[config.mk]
export PLATFORM = sky130hd
export DESIGN_NAME = pilot_removal
export DESIGN_NICKNAME = d
export VERILOG_FILES = /design/src/rtl/pilot_removal.sv
export SDC_FILE = /design/constraint.sdc
export NUM_CORES = 1
export LEC_CHECK = 0
export ABC_AREA = 1
export CORE_MARGIN = 2
export CORE_UTILIZATION = 53
export DETAILED_ROUTE_END_ITERATION = 8
export DONT_BUFFER_PORTS = 1
export HOLD_SLACK_MARGIN = 0.08
export PLACE_DENSITY = 0.77
export SYNTH_ARGS = -nofsm -noshare
export SYNTH_HDL_FRONTEND = slang
export SYNTH_SLANG_ARGS = --single-unit
export TNS_END_PERCENT = 1
[constraint.sdc]
create_clock -name clk -period 3.9 [get_ports clk]
set_clock_uncertainty 0.2 [all_clocks]
set_input_delay 0.78 -clock clk [delete_from_list [all_inputs] [get_ports clk]]
set_output_delay 0.78 -clock clk [all_outputs]
set_load 0.02 [all_outputs]
[src/rtl/pilot_removal.sv]
// Strips interleaved pilots from a framed sample stream: data goes out over valid/ready,
// pilots go to a strobed tap. Optional build macro PILOT_CHECK_EN flags pilots != PILOT_VALUE.
module pilot_removal #(
  parameter logic [31:0] PILOT_VALUE = 32'h7FFF_0000
) (
  input  logic        clk,
  input  logic        rst,
  input  logic [31:0] signal_in,
  input  logic        in_valid,
  output logic        in_ready,
  input  logic [4:0]  frame_size,
  input  logic [3:0]  pilot_interval,
  output logic [31:0] signal_out,
  output logic        valid,
  input  logic        ready,
  output logic        last,
  output logic [31:0] pilot_out,
  output logic        pilot_valid,
  output logic        error
);

  typedef enum logic [1:0] {START, PILOT, DATA} state_t;

  state_t      state_reg, state_next;
  logic [4:0]  fs_reg, fs_next;
  logic [3:0]  pi_reg, pi_next;
  logic [4:0]  data_cnt_reg, data_cnt_next;
  logic [3:0]  grp_cnt_reg, grp_cnt_next;
  logic [31:0] out_reg, out_next;
  logic        valid_reg, valid_next;
  logic        last_reg, last_next;
  logic [31:0] pilot_reg, pilot_next;
  logic        pilot_valid_reg, pilot_valid_next;
  logic        error_reg, error_next;

  logic        accept;
  logic        pilot_mismatch;
  logic [4:0]  data_cnt_inc;
  logic [3:0]  grp_cnt_inc;

`ifdef PILOT_CHECK_EN
  assign pilot_mismatch = (signal_in != PILOT_VALUE);
`else
  // Constant-folds to zero; keeps the parameter referenced in this build.
  assign pilot_mismatch = 1'b0 && (^PILOT_VALUE);
`endif

  assign in_ready     = !valid_reg || ready;
  assign accept       = in_valid && in_ready;
  assign data_cnt_inc = data_cnt_reg + 5'd1;
  assign grp_cnt_inc  = grp_cnt_reg + 4'd1;

  always_comb begin
    state_next       = state_reg;
    fs_next          = fs_reg;
    pi_next          = pi_reg;
    data_cnt_next    = data_cnt_reg;
    grp_cnt_next     = grp_cnt_reg;
    out_next         = out_reg;
    valid_next       = valid_reg;
    last_next        = last_reg;
    pilot_next       = pilot_reg;
    pilot_valid_next = 1'b0;
    error_next       = error_reg;

    if (valid_reg && ready) begin
      valid_next = 1'b0;
      last_next  = 1'b0;
    end

    case (state_reg)
      START: begin
        if (accept) begin
          fs_next       = frame_size;
          pi_next       = pilot_interval;
          data_cnt_next = 5'd0;
          grp_cnt_next  = 4'd0;
          if (frame_size == 5'd0) begin
            error_next = 1'b1;
          end else if (pilot_interval == 4'd0) begin
            // Pass-through frame: the opening sample is already data.
            out_next   = signal_in;
            valid_next = 1'b1;
            if (frame_size == 5'd1) begin
              last_next = 1'b1;
            end else begin
              last_next     = 1'b0;
              data_cnt_next = 5'd1;
              state_next    = DATA;
            end
          end else begin
            pilot_next       = signal_in;
            pilot_valid_next = 1'b1;
            if (pilot_mismatch) error_next = 1'b1;
            state_next = DATA;
          end
        end
      end

      PILOT: begin
        if (accept) begin
          pilot_next       = signal_in;
          pilot_valid_next = 1'b1;
          if (pilot_mismatch) error_next = 1'b1;
          grp_cnt_next = 4'd0;
          state_next   = DATA;
        end
      end

      DATA: begin
        if (accept) begin
          out_next   = signal_in;
          valid_next = 1'b1;
          last_next  = 1'b0;
          if (data_cnt_inc == fs_reg) begin
            last_next     = 1'b1;
            data_cnt_next = 5'd0;
            grp_cnt_next  = 4'd0;
            state_next    = START;
          end else begin
            data_cnt_next = data_cnt_inc;
            if (pi_reg != 4'd0) begin
              grp_cnt_next = grp_cnt_inc;
              if (grp_cnt_inc == pi_reg) state_next = PILOT;
            end
          end
        end
      end

      default: state_next = START;
    endcase
  end

  always_ff @(posedge clk or posedge rst) begin
    if (rst) begin
      state_reg       <= START;
      fs_reg          <= 5'd0;
      pi_reg          <= 4'd0;
      data_cnt_reg    <= 5'd0;
      grp_cnt_reg     <= 4'd0;
      out_reg         <= 32'd0;
      valid_reg       <= 1'b0;
      last_reg        <= 1'b0;
      pilot_reg       <= 32'd0;
      pilot_valid_reg <= 1'b0;
      error_reg       <= 1'b0;
    end else begin
      state_reg       <= state_next;
      fs_reg          <= fs_next;
      pi_reg          <= pi_next;
      data_cnt_reg    <= data_cnt_next;
      grp_cnt_reg     <= grp_cnt_next;
      out_reg         <= out_next;
      valid_reg       <= valid_next;
      last_reg        <= last_next;
      pilot_reg       <= pilot_next;
      pilot_valid_reg <= pilot_valid_next;
      error_reg       <= error_next;
    end
  end

  assign signal_out  = out_reg;
  assign valid       = valid_reg;
  assign last        = last_reg;
  assign pilot_out   = pilot_reg;
  assign pilot_valid = pilot_valid_reg;
  assign error       = error_reg;

endmodule

==> run summary, run 1 <==
Initial Util: 54.3%
# IOs: 114
ANT cells: 0
first-pass GRT wire length: 13600 µm
most common library cells after synthesis: nand2_1 (122), dfrtp_1 (88), inv_1 (63), o21ai_1 (61), nand3_1 (23)
initial antenna violation count: 0
Core Footprint: 7210 µm²
ys flop type: dfrtp_1
WHS: 0.157 ns
cell accounting for the most synthesized area: dfrtp_1
cts bufs inserted: 9
cells after synthesis: 449
register area share after synthesis: 56.2%
max-slew headroom at the worst pin: 47.6%
total power: 0.00364 W
Syn Nets: 496
Detailed Place HPWL: 5910 µm
Final #Nets: 496
GPL Wtd Cong: 0.874
Area after DPL: 3970 µm²
number of synthesized flops with an enable pin: 0
WP data required: 3.92 ns
main combinational cell family by area after synthesis: simple AND/OR/NAND/NOR gates
pwr dens: 874 nW/µm²
worst-case clock buffer depth: 2
FF+latch count, synth: 88
clock root buffer master: clkbuf_8
Worst-Margin Slew: 0.785 ns
DR vias: 2883
fmax: 425 MHz
fraction of registers with async set/reset: 100%
Synth Cell Area: 3920 µm²
Synth Area in Compound Gates: 12.4%
Post-route DRC: 0
Leak: 2.15 nW
Cell Count, Final, Fillers Out: 553
worst-path fanout max: 39
DIE AREA: 8100 µm²
synth top area cells: dfrtp_1 (56%), nand2_1 (12%), o21ai_1 (7.8%)
Rows: 31
Tmin final: 2.35 ns
clock sink count: 88
most frequent cell after synthesis: nand2_1
post-cts sizing count: 0
gr busiest metal: met2
status: finished, final reports clean
Die H: 90.0 µm
final period utilization: 60.3%
crit path DAT: 2.37 ns
Yosys cell types: 33
number of vias per cell: 5.21
GR Util met3: 6.45%
Synth Area in Simple Gates: 20.6%
Final Hold Fails: 0
peak supply drop: 0.000465 V
met2 Track Usage GR: 32.8%
count of final setup violators: 0
Mean Syn Cell Area: 8.72 µm²
Hold-fix buffers, CTS: 0
GRT Resource Usage Total: 20.6%
area share of xor/xnor cells in the synthesized design: 0.447%
initial drt markers: 174
max cap viols: 0
adder-cell share of the synthesized area: 0.639%
post-synthesis mux area share: 0%
yosys warns: 0
synth-to-layout area growth: 6.26%
die width: 90.0 µm
# placed instances: 537
CTS tree: done
largest net degree at the start of global routing: 40
IO Port Bufs: 0
RSZ-0062 raised after global routing: false
hold crit path type: input pin to async pin
fin. max-slew vios: 0
vias in the first global route: 2874
Setup crit end kind: register
Clock Latency Late Sink: 0.34 ns
final WL: 7970 µm
H-tree levels: 3
critical path startpoint category: register
gr ovfl total: 0
TNS Setup: 0 ns
share of the synthesized area in the top cell type: 56.2%
1st-pass router iterations: 4
Setup CP Type: register to register
M1 GR Usage: 26.8%
Setup Buffers After CTS: 0
CTS clk-pin slew, worst paths: 0.11 ns
final antenna-violating net count: 0
WL per Instance: 14.4 µm
design area: 4160 µm²
share of layout cells above drive strength 1: 10.6%
report_power, final:
group / leakage (nW) / total, W / internal [W] / switching [W]
sequential: 1.10 / 0.00206 / 0.00131 / 0.000752
clock: 0.101 / 0.000614 / 0.000252 / 0.000362
combinational: 0.940 / 0.000959 / 0.000349 / 0.000610
total: 2.15 / 0.00364 / 0.00191 / 0.00172
cells by family after synthesis:
kind of cell	Yosys count
buffers and inverters	87
flip-flops	88
XOR/XNOR	2
AND/OR/NAND/NOR	181
AO/OA/AOI/OAI	89
adder cells (fa/ha/maj)	2
layout by cell type, fill, tap and decap left out, types with 2 or more instances in the layout:
cell type	count
nand3_2	2
nor2_1	13
o21ai_1	61
buf_4	4
inv_8	2
clkinv_4	3
dfrtp_1	88
nand2_1	122
inv_1	62
clkbuf_8	9
o21ai_0	17
nor2_2	3
nor2_4	2
ha_1	2
o21ai_2	2
nand2_2	4
a21oi_1	3
nand3_1	23
inv_2	8
clkinv_2	2
nand4_1	8
critical path, stage by stage, from the launching register on:
cell and delay (ns):
dfrtp_1 0.47, inv_1 0.08, nor2_1 0.05, inv_2 0.13, nand2_4 0.11, inv_2 0.12
nand3_2 0.43, buf_4 0.43, nand2_1 0.09, o21ai_0 0.09
stage by stage:
stage               setup slack, ns  util, %
CTS                            1.54     57.7
floorplan                     0.641        -
finish                         1.55     57.7
detailed placement             1.28     55.0
global route                   1.32     57.7
global placement               1.30     55.0
routing by layer:
layer	up-vias	part of all wire [%]
met5	-	0
met3	9	7.9
met4	0	1.2
li1	1423	-
met2	98	48
met1	1353	43
final cells by class:
class | instances | area, µm²
well taps | 99 | 124
flip-flops and latches | 88 | 2200
multi-input cells | 274 | 1340
inverters | 72 | 273
clock inverters | 7 | 73.8
clock buffers | 9 | 124
fillers | 668 | 3050
repair buffers | 4 | 30.0
final timing paths:
kind                       slack, ns  cells after the start            from              to
max                             1.55                      9           valid    pilot_out[7]
min                             0.16                      1             rst   pilot_out[12]
max reg2reg                     1.55                      9           valid    pilot_out[7]
min reg2reg                     0.32                      2  grp_cnt_reg[3]  grp_cnt_reg[3]
max in group asynchronous       2.57                      2             rst  signal_out[14]
min in group clk                0.32                      2  grp_cnt_reg[3]  grp_cnt_reg[3]
(Power assumes the default switching activity.)
==> run 2: changes to the inputs <==
- ABC_AREA: 1 -> 0
- clock period: 3.9 -> 2.4 ns (I/O delays scaled with it)
==> run 2 against run 1 <==
Net effect:
- die area decreased by 5.1%
- clock-buffer cell count increased by 2
- sequential power increased by 61%
- largest cell class unchanged
- critical endpoint is now grp_cnt_reg[0]
- area after synthesis decreased by 5.3%
- sequential share of layout area decreased by 5.0 points
- clock power increased by 91%
==> run summary, run 2 <==
Setup Buffers After CTS: 0
most common cell after layout, fill and taps aside: dfrtp_1
die width: 87.7 µm
ys flop type: dfrtp_1
WP data required: 2.43 ns
Yosys cell types: 37
peak supply drop: 0.000818 V
fin. max-slew vios: 0
GPL Wtd Cong: 0.828
worst-path fanout max: 12
final antenna-violating net count: 0
pwr dens: 1320 nW/µm²
Final Core Density: 67.7%
flop2flop setup slack: 0.13 ns
Hold Path Stages: 1
CTS clk-pin slew, worst paths: 0.08 ns
WL per Instance: 17.5 µm
critical path startpoint category: register
CTS tree: done
share of the synthesized area in the top cell type: 59.4%
Mean Syn Cell Area: 14.2 µm²
clock share of power: 19.3%
hold crit path type: input pin to register
IO Port Bufs: 0
number of vias per cell: 5.47
ANT cells: 0
worst hold start: signal_in[9]
Hold Path End: pilot_out[9]
crit path DAT: 2.30 ns
Setup CP Type: register to register
cell accounting for the most synthesized area: dfrtp_1
most common library cells after synthesis: dfrtp_1 (88), mux2_2 (72), o21ai_0 (11), xnor2_1 (9), nand2_1 (7)
Die H: 87.7 µm
Tmin final: 2.27 ns
# IOs: 114
gr ovfl total: 0
1st-pass router iterations: 4
worst-case clock buffer depth: 2
fraction of registers with async set/reset: 100%
H-tree levels: 3
cts bufs inserted: 9
fill cell count: 469
DIE AREA: 7680 µm²
Setup crit end kind: register
Initial Util: 54.6%
Final #Nets: 366
most frequent cells in the layout: dfrtp_1 (87), mux2_2 (72), dlygate4sd3_1 (43), o21ai_0 (11), clkbuf_8 (11)
final WL: 7340 µm
DR vias: 2299
Core Footprint: 6790 µm²
synth-to-layout area growth: 24.1%
switch share: 38.7%
Clock Latency Late Sink: 0.34 ns
number of synthesized flops with an enable pin: 0
worst r2r src: data_cnt_reg[0]
yosys warns: 0
share of layout cells above drive strength 1: 33.6%
first-pass GRT wire length: 11700 µm
Reg power frac: 54.9%
Comb pwr share: 25.8%
max-slew headroom at the worst pin: 52.9%
Detailed Place HPWL: 4840 µm
Post-route DRC: 0
Synth Cell Area: 3710 µm²
Internal Pwr Total: 0.00371 W
most frequent cell after synthesis: dfrtp_1
clock root buffer master: clkbuf_8
RSZ-0062 raised after global routing: false
TNS Setup: 0 ns
largest net degree at the start of global routing: 36
NetSw: 0.00234 W
register area: 2200 µm²
synth top area cells: dfrtp_1 (59%), mux2_2 (22%), xnor2_1 (2.1%)
final period utilization: 94.4%
GRT Resource Usage Total: 19.8%
count of final setup violators: 0
FF+latch count, synth: 88
cells after synthesis: 261
Reg2Reg Depth: 7
register area share after synthesis: 59.4%
vias in the first global route: 2422
status: finished, final reports clean
Syn Nets: 308
Rows: 30
initial antenna violation count: 0
max cap viols: 0
Final Hold Fails: 0
fmax: 441 MHz
reg2reg end: grp_cnt_reg[0]
Worst-Margin Slew: 0.701 ns
initial drt markers: 124
clock sink count: 88
Leak: 2.00 nW
area occupied by multi-input gates: 1430 µm²
-- run 2: cell types whose count changed in the layout (fill, tap and decap cells not counted), sizes merged, moves of 9 or more --
cell         change
o21ai           -68
dlygate4sd3     +43
inv             -68
buf              +9
nand2          -120
nand4            -9
nor2            -12
nand3           -21
mux2            +74
-- run 2: logic make-up (layout without fill, tap and decap cells) --
kind of cell / after synthesis / after routing / synth area share [%]
xor+xnor: 14 / 14 / 3.31
mux: 74 / 74 / 22.5
flops: 88 / 88 / 59.4
buf+inv: 14 / 77 / 2.46
compound gates: 30 / 30 / 5.84
fa+ha+maj: 2 / 2 / 0.675
simple gates: 39 / 39 / 5.87
-- run 2: critical path, stage by stage (launching register included) --
cell and delay, ns:
dfrtp_2 0.44, ha_1 0.25, xnor2_1 0.15, xnor2_1 0.16, o41ai_2 0.31, buf_4 0.23, o21ai_0 0.12, mux2_2 0.30
-- run 2: through the flow --
| stage | cells | worst slack (ns) | power (W) | hold WS (ns) | instance area (µm²) |
|---|---|---|---|---|---|
| 2_1_floorplan | 261 | 0.109 | 0.00444 | 0.276 | 3710 |
| 4_1_cts | 418 | 0.0876 | 0.00607 | 0.0828 | 4580 |
| 3_3_place_gp | 361 | 0.0781 | 0.00475 | 0.237 | 3930 |
| 3_5_place_dp | 361 | 0.0587 | 0.00484 | 0.243 | 3930 |
| 6_report | 420 | 0.133 | 0.00605 | 0.0949 | 4600 |
| 5_1_grt | 420 | 0.0211 | 0.00639 | 0.0847 | 4600 |
-- run 2: final cells by class --
| class | instances | share of cell area [%] |
|---|---|---|
| sequential | 88 | 47.9 |
| multi-input combinational | 159 | 31.0 |
| timing repair buffer | 56 | 12.8 |
| clock buffer | 11 | 3.29 |
| tap | 96 | 2.61 |
| clock inverter | 5 | 1.88 |
| inverter | 5 | 0.489 |
-- run 2: worst max-delay path by stage --
stage	start	end	slack, ns	cells after the start
2_1_floorplan	frame_size[2]	pilot_out[10]	0.11	6
3_3_place_gp	frame_size[2]	pilot_out[10]	0.08	6
3_5_place_dp	frame_size[2]	pilot_out[13]	0.06	6
4_1_cts	data_cnt_reg[0]	grp_cnt_reg[0]	0.09	7
5_1_grt	data_cnt_reg[0]	grp_cnt_reg[0]	0.02	7
6_report	data_cnt_reg[0]	grp_cnt_reg[0]	0.13	7
-- run 2: what timing repair did --
item / in CTS / in global routing
hold buffers: 41 / 2
resized for setup: 0 / 2
endpoints found under the setup margin: 0 / 4
hold endpoints to repair: 94 / 2
-- run 2: power by group through the flow --
| stage | Clock (W) | Combinational, W | Sequential (W) |
|---|---|---|---|
| after floorplan | 0 | 0.00128 | 0.00317 |
| after global placement | 0 | 0.00143 | 0.00333 |
| after detailed placement | 0 | 0.00149 | 0.00335 |
| after CTS | 0.00119 | 0.00156 | 0.00332 |
| after global routing | 0.00126 | 0.00171 | 0.00341 |
| final | 0.00117 | 0.00156 | 0.00332 |
-- run 2: layer usage --
metal | global-route usage (%) | part of all wire (%) | vias to the layer above
li1 | - | - | 1043
met1 | 23.1 | 40 | 1162
met2 | 33.5 | 51 | 85
met5 | 0 | 0 | -
met4 | 5.45 | 1.1 | 0
met3 | 8.48 | 8.0 | 9
